**src/rtl/add_seq_pkg.sv**
```systemverilog
// add_seq_pkg: shared types and default sizing for the sequential multi-word adder.
//   addseq_state_t : controller state encoding (IDLE, RUN, DONE)
//   ADDSEQ_N       : default slice adder width
//   ADDSEQ_WORDS   : default number of slices per operation
package add_seq_pkg;

    localparam int unsigned ADDSEQ_N     = 64;
    localparam int unsigned ADDSEQ_WORDS = 4;

    typedef enum logic [1:0] {
        IDLE = 2'd0,
        RUN  = 2'd1,
        DONE = 2'd2
    } addseq_state_t;

endpackage : add_seq_pkg

```
**src/rtl/cla.sv**
```systemverilog
// cla: N-bit combinational carry-lookahead adder slice.
// Ports:
//   A, B : addends
//   Cin  : carry in
//   Sum  : A + B + Cin (low N bits)
//   Cout : carry out of bit N-1
module cla #(
    parameter int unsigned N = 64
) (
    input  logic [N-1:0] A,
    input  logic [N-1:0] B,
    input  logic         Cin,
    output logic [N-1:0] Sum,
    output logic         Cout
);

    logic [N-1:0] g;
    logic [N-1:0] p;
    logic [N:0]   c;

    assign g = A & B;
    assign p = A ^ B;

    // Generate/propagate carry recurrence; the prefix structure is left to synthesis.
    always_comb begin
        c    = '0;
        c[0] = Cin;
        for (int i = 0; i < int'(N); i++) begin
            c[i+1] = g[i] | (p[i] & c[i]);
        end
    end

    assign Sum  = p ^ c[N-1:0];
    assign Cout = c[N];

endmodule : cla

```
**src/rtl/add_seq_ctrl.sv**
```systemverilog
// add_seq_ctrl: performs one N*WORDS-bit addition by running a single N-bit
// cla slice over WORDS cycles, LS word first, carry chained through a register.
// Optional feature macro: ADDSEQ_SUB_EN adds the `sub` port (A - B).
// Ports:
//   clk, rst            : clock, async active-high reset
//   in_valid / in_ready : operand handshake (a, b, cin[, sub])
//   out_valid/out_ready : result handshake (sum, cout), all outputs registered
module add_seq_ctrl
    import add_seq_pkg::*;
#(
    parameter int unsigned N     = ADDSEQ_N,
    parameter int unsigned WORDS = ADDSEQ_WORDS
) (
    input  logic             clk,
    input  logic             rst,
    input  logic             in_valid,
    output logic             in_ready,
    input  logic [N*WORDS-1:0] a,
    input  logic [N*WORDS-1:0] b,
    input  logic             cin,
`ifdef ADDSEQ_SUB_EN
    input  logic             sub,
`endif
    output logic             out_valid,
    input  logic             out_ready,
    output logic [N*WORDS-1:0] sum,
    output logic             cout
);

    localparam int unsigned W    = N * WORDS;
    localparam int unsigned IW   = (WORDS > 1) ? $clog2(WORDS) : 1;
    localparam logic [IW-1:0] LAST = IW'(WORDS - 1);

    addseq_state_t state_q, state_d;
    logic [W-1:0]  a_q, a_d;
    logic [W-1:0]  b_q, b_d;
    logic [W-1:0]  sum_q, sum_d;
    logic [IW-1:0] idx_q, idx_d;
    logic          carry_q, carry_d;
    logic          cout_q, cout_d;
    logic          in_ready_q, in_ready_d;
    logic          out_valid_q, out_valid_d;

    logic [N-1:0]  slice_a;
    logic [N-1:0]  slice_b;
    logic [N-1:0]  slice_sum;
    logic          slice_cout;
    int unsigned   base;

    // Word mux feeding the slice adder.
    assign base    = 32'(idx_q) * N;
    assign slice_a = a_q[base +: N];
    assign slice_b = b_q[base +: N];

    cla #(.N(N)) u_cla (
        .A    (slice_a),
        .B    (slice_b),
        .Cin  (carry_q),
        .Sum  (slice_sum),
        .Cout (slice_cout)
    );

    // Next-state and datapath updates.
    always_comb begin
        state_d     = state_q;
        a_d         = a_q;
        b_d         = b_q;
        sum_d       = sum_q;
        idx_d       = idx_q;
        carry_d     = carry_q;
        cout_d      = cout_q;

        case (state_q)
            IDLE: begin
                if (in_valid) begin
                    a_d   = a;
                    idx_d = '0;
`ifdef ADDSEQ_SUB_EN
                    // Subtract as A + ~B + 1; cin is irrelevant then.
                    b_d     = sub ? ~b : b;
                    carry_d = sub ? 1'b1 : cin;
`else
                    b_d     = b;
                    carry_d = cin;
`endif
                    state_d = RUN;
                end
            end
            RUN: begin
                sum_d[base +: N] = slice_sum;
                carry_d          = slice_cout;
                idx_d            = idx_q + IW'(1);
                if (idx_q == LAST) begin
                    cout_d  = slice_cout;
                    state_d = DONE;
                end
            end
            DONE: begin
                if (out_ready) begin
                    state_d = IDLE;
                end
            end
            default: state_d = IDLE;
        endcase

        in_ready_d  = (state_d == IDLE);
        out_valid_d = (state_d == DONE);
    end

    always_ff @(posedge clk or posedge rst) begin
        if (rst) begin
            state_q     <= IDLE;
            a_q         <= '0;
            b_q         <= '0;
            sum_q       <= '0;
            idx_q       <= '0;
            carry_q     <= 1'b0;
            cout_q      <= 1'b0;
            in_ready_q  <= 1'b1;
            out_valid_q <= 1'b0;
        end else begin
            state_q     <= state_d;
            a_q         <= a_d;
            b_q         <= b_d;
            sum_q       <= sum_d;
            idx_q       <= idx_d;
            carry_q     <= carry_d;
            cout_q      <= cout_d;
            in_ready_q  <= in_ready_d;
            out_valid_q <= out_valid_d;
        end
    end

    assign in_ready  = in_ready_q;
    assign out_valid = out_valid_q;
    assign sum       = sum_q;
    assign cout      = cout_q;

endmodule : add_seq_ctrl

```
**config.mk**
```make
export PLATFORM = sky130hd
export DESIGN_NAME = add_seq_ctrl
export DESIGN_NICKNAME = d
export VERILOG_FILES = /design/src/rtl/add_seq_pkg.sv /design/src/rtl/cla.sv /design/src/rtl/add_seq_ctrl.sv
export SDC_FILE = /design/constraint.sdc
export NUM_CORES = 2
export LEC_CHECK = 0
export ABC_AREA = 1
export CORE_AREA = 2 2 351 353
export CTS_BUF_LIST = sky130_fd_sc_hd__clkbuf_8
export CTS_CLUSTER_DIAMETER = 200
export DETAILED_ROUTE_END_ITERATION = 7
export DIE_AREA = 0 0 353 355
export MAX_ROUTING_LAYER = met4
export PLACE_DENSITY = 0.59
export SLEW_MARGIN = 10
export SYNTH_ARGS = -nofsm -noshare
export SYNTH_HDL_FRONTEND = slang
export SYNTH_SLANG_ARGS = --single-unit
```
**constraint.sdc**
```tcl
create_clock -name clk -period 34.6 [get_ports clk]
set_input_delay 6.92 -clock clk [delete_from_list [all_inputs] [get_ports clk]]
set_output_delay 6.92 -clock clk [all_outputs]
set_load 0.03 [all_outputs]
```
==> summary.md <==
| Metric | Value |
|---|---|
| Net Count, Synth | 5155 |
| Status | finished clean |
| Nets | 5835 |
| Leakage | 24.5 nW |
| Top-level I/O count | 776 |
| Maximum vdd drop | 0.0712 mV |
| Worst Max-Slew Pin Slew | 1.13 ns |
| Crit path max fanout | 119 |
| Synthesized instance count | 4568 |
| Setup TNS | 0 ns |
| Largest net degree at the start of global routing | 281 |
| DR iter-0 viols | 2928 |
| P_sw | 2.54 mW |
| Antenna violations before repair | 20 |
| Core Region | 121000 µm² |
| Final hold violations | 0 |
| WP data required | 35.31 ns |
| Most common flop cell mapped by yosys | dfrtp_1 |
| Gate power share | 53.6% |
| CP startpoint kind | register |
| Worst slew margin | 24.5% |
| Post-Syn Area | 36200 µm² |
| Cts-stage hold buffer count | 0 |
| FFs w/ async S/R, synth | 100% |
| Tmin final | 31.43 ns |
| Drt wl/cell | 20.8 µm |
| Max-slew violation count | 0 |
| Area growth from synthesis to layout | 32.6% |
| Footprint of the multi-input gates | 13300 µm² |
| I/O Buffers | 775 |
| Average cell area after synthesis | 7.93 µm² |
| Clock insertion delay at the later pin of the skew report | 0.86 ns |
| Die area | 125000 µm² |
| Number of enable flip-flop cells after synthesis | 0 |
| Layout Cells excl Fill | 6971 |
| Clock Tree Root | clkbuf_8 |
| Cell with the most instances after synthesis | nand2_1 |
| RSZ-0062 raised after global routing | no |
| Placed Cells | 6726 |
| Post-synth top cells | 1729 x nand2_1, 775 x dfrtp_1, 591 x inv_1, 470 x o21ai_0, 380 x nand3_1 |
| Crit Path Class | reg2reg |
| Peak per-stage delay on the critical path | 0.68 ns |
| Post-CTS resize count | 0 |
| DP Wirelength | 107000 µm |
| Number of global-route vias before repair | 31500 |
| Post-route antenna net violation count | 0 |
| Htree depth | 4 |
| Worst Setup End Kind | register |
| Synth unique cells | 22 |
| Vias/cell | 4.62 |
| Setup violations, final | 0 |
| Clock sink total | 776 |
| Synth warn | 0 |
| Via count | 32200 |
| Final wirelength | 145000 µm |
| Site Rows | 128 |
| FMAX | 31.8 MHz |
| Postcts setup bufs | 0 |
| Global Route Usage Sum | 23.5% |
| Sw Share | 49.2% |
| TritonCTS Buffers | 145 |
| Fill count | 12500 |
| CP arrival | 32.14 ns |
| Register Area | 19400 µm² |
| Slowest CP cell | dfrtp_4 |
| Synthesized flop and latch total | 776 |
| First-pass GRT wire length | 211000 µm |
| Pwr dens | 108 nW/µm² |
| 1st-pass router iterations | 6 |
| Clock network power share | 17.4% |
| DRC errors left | 0 |
| Int Pwr | 2.62 mW |
| RePlAce Congestion | 0.913 |
| Largest area contributor in the netlist | dfrtp_1 |
| Hold Crit Class | reg2reg |
| Max Cap Viol | 0 |
| CTS tree | done |
| Reg power frac | 29.0% |
| Fin crit share | 90.8% |
| Area share of the largest cell type after synthesis | 53.6% |
| Die height | 355 µm |
| Post-synthesis sequential area ratio | 53.6% |
| Clk buf depth | 3 |
| Clock transition at the registers of the reported paths | 0.06 ns |
| Final Skew | 0.0585 ns |
| Overflow after GRT | 0 |
| Cell mode on critical path | fa_1 |
| Die Width | 353 µm |
| Initial core utilization | 29.8% |
| Fraction of layout instances using a drive strength above 1 | 4.86% |
| Main area contributors after synthesis | dfrtp_1 54%, nand2_1 18%, o21ai_0 6.5%, inv_1 6.1%, nand3_1 5.3% |
[routing by layer]
| metal | vias up | track usage, % | routed length, µm |
|---|---|---|---|
| met2 | 1187 | 32.9 | 61900 |
| met1 | 15400 | 33.4 | 67600 |
| met4 | 0 | 7.60 | 4260 |
| li1 | 15400 | - | - |
| met3 | 198 | 5.21 | 10900 |
| met5 | - | - | 0 |
[cells by family after synthesis]
group	synth area share, %
simple gates	24.8
buf+inv	9.63
flops	53.6
compound gates	8.18
fa+ha+maj	3.75
[state kept, by name (all words and copies together), names as in the netlist]
| name | flops |
|---|---|
| out_valid | 1 |
| carry_q | 1 |
| state_q | 2 |
| b_q | 256 |
| idx_q | 2 |
| in_ready | 1 |
| sum | 256 |
| a_q | 256 |
| cout | 1 |
[worst max-delay path, delay by kind of cell (launching register included)]
family	cells	cell delay, ns
fa+ha+maj	64	29.27
buf+inv	4	0.81
flops	1	0.68
simple gates	4	0.35
compound gates	1	0.21
[path summary, 6_finish.rpt]
kind	startpoint	endpoint	slack [ns]	depth (start not counted)
min in group asynchronous	rst	sum[194]$_DFFE_PP0P_	6.64	2
worst min-delay path	sum[228]$_DFFE_PP0P_	sum[228]$_DFFE_PP0P_	0.48	2
worst min register to register	sum[228]$_DFFE_PP0P_	sum[228]$_DFFE_PP0P_	0.48	2
max in group asynchronous	rst	b_q[178]$_DFFE_PP0P_	24.05	6
worst max-delay path	idx_q[0]$_DFFE_PP0P_	sum[255]$_DFFE_PP0P_	3.17	73
worst max register to register	idx_q[0]$_DFFE_PP0P_	sum[255]$_DFFE_PP0P_	3.17	73
[cell usage in the layout, fill, tap and decap left out]
cell type and count:
inv_2 3, nand4_1 2, nor2_2 1, clkinv_8 3, inv_6 7, nor3_1 1, nor2_4 5, ha_2 1
dfrtp_4 2, dfstp_2 1, ha_1 5, clkinvlp_4 2, bufinv_16 4, nand3_2 1, fa_1 64, clkbuf_8 171
o211ai_1 4, inv_8 5, o21ai_0 470, nor2_1 135, nand2_2 3, o31ai_1 2, clkinv_2 6, buf_4 37
dfrtp_1 773, nand2_1 1729, clkdlybuf4s50_1 775, inv_12 3, nand3_4 1, inv_1 623, nand3_1 379, diode_2 12
o21ai_1 113, buf_12 3
[stage by stage]
step	utilization (%)	power, mW	instance area [µm²]	setup slack, ns	hold slack [ns]
after floorplan	-	3.06	36200	5.09	0.448
after global placement	37.2	4.22	45100	3.14	0.460
after detailed placement	37.2	4.26	45100	2.90	0.465
after CTS	39.5	5.18	48000	2.88	0.481
after global routing	39.5	5.53	48000	1.97	0.500
final	39.5	5.16	48000	3.17	0.476
[layout make-up]
type                       count  share of cell area, %
sequential                   776                   40.5
clock inverter                62                   1.00
timing repair buffer         815                   16.9
inverter                     594                   4.69
tap                         1625                   4.23
clock buffer                 171                   4.90
antenna                       12                 0.0625
multi-input combinational   2916                   27.8
[power by group through the flow]
| stage | registers (mW) | logic (mW) | clock network (mW) |
|---|---|---|---|
| after floorplan | 1.58 | 1.47 | 0 |
| after global placement | 1.50 | 2.72 | 0 |
| after detailed placement | 1.51 | 2.75 | 0 |
| after CTS | 1.50 | 2.76 | 0.925 |
| after global routing | 1.54 | 3.03 | 0.964 |
| final | 1.50 | 2.77 | 0.900 |
No activity file was read; power rests on OpenSTA's default activity.
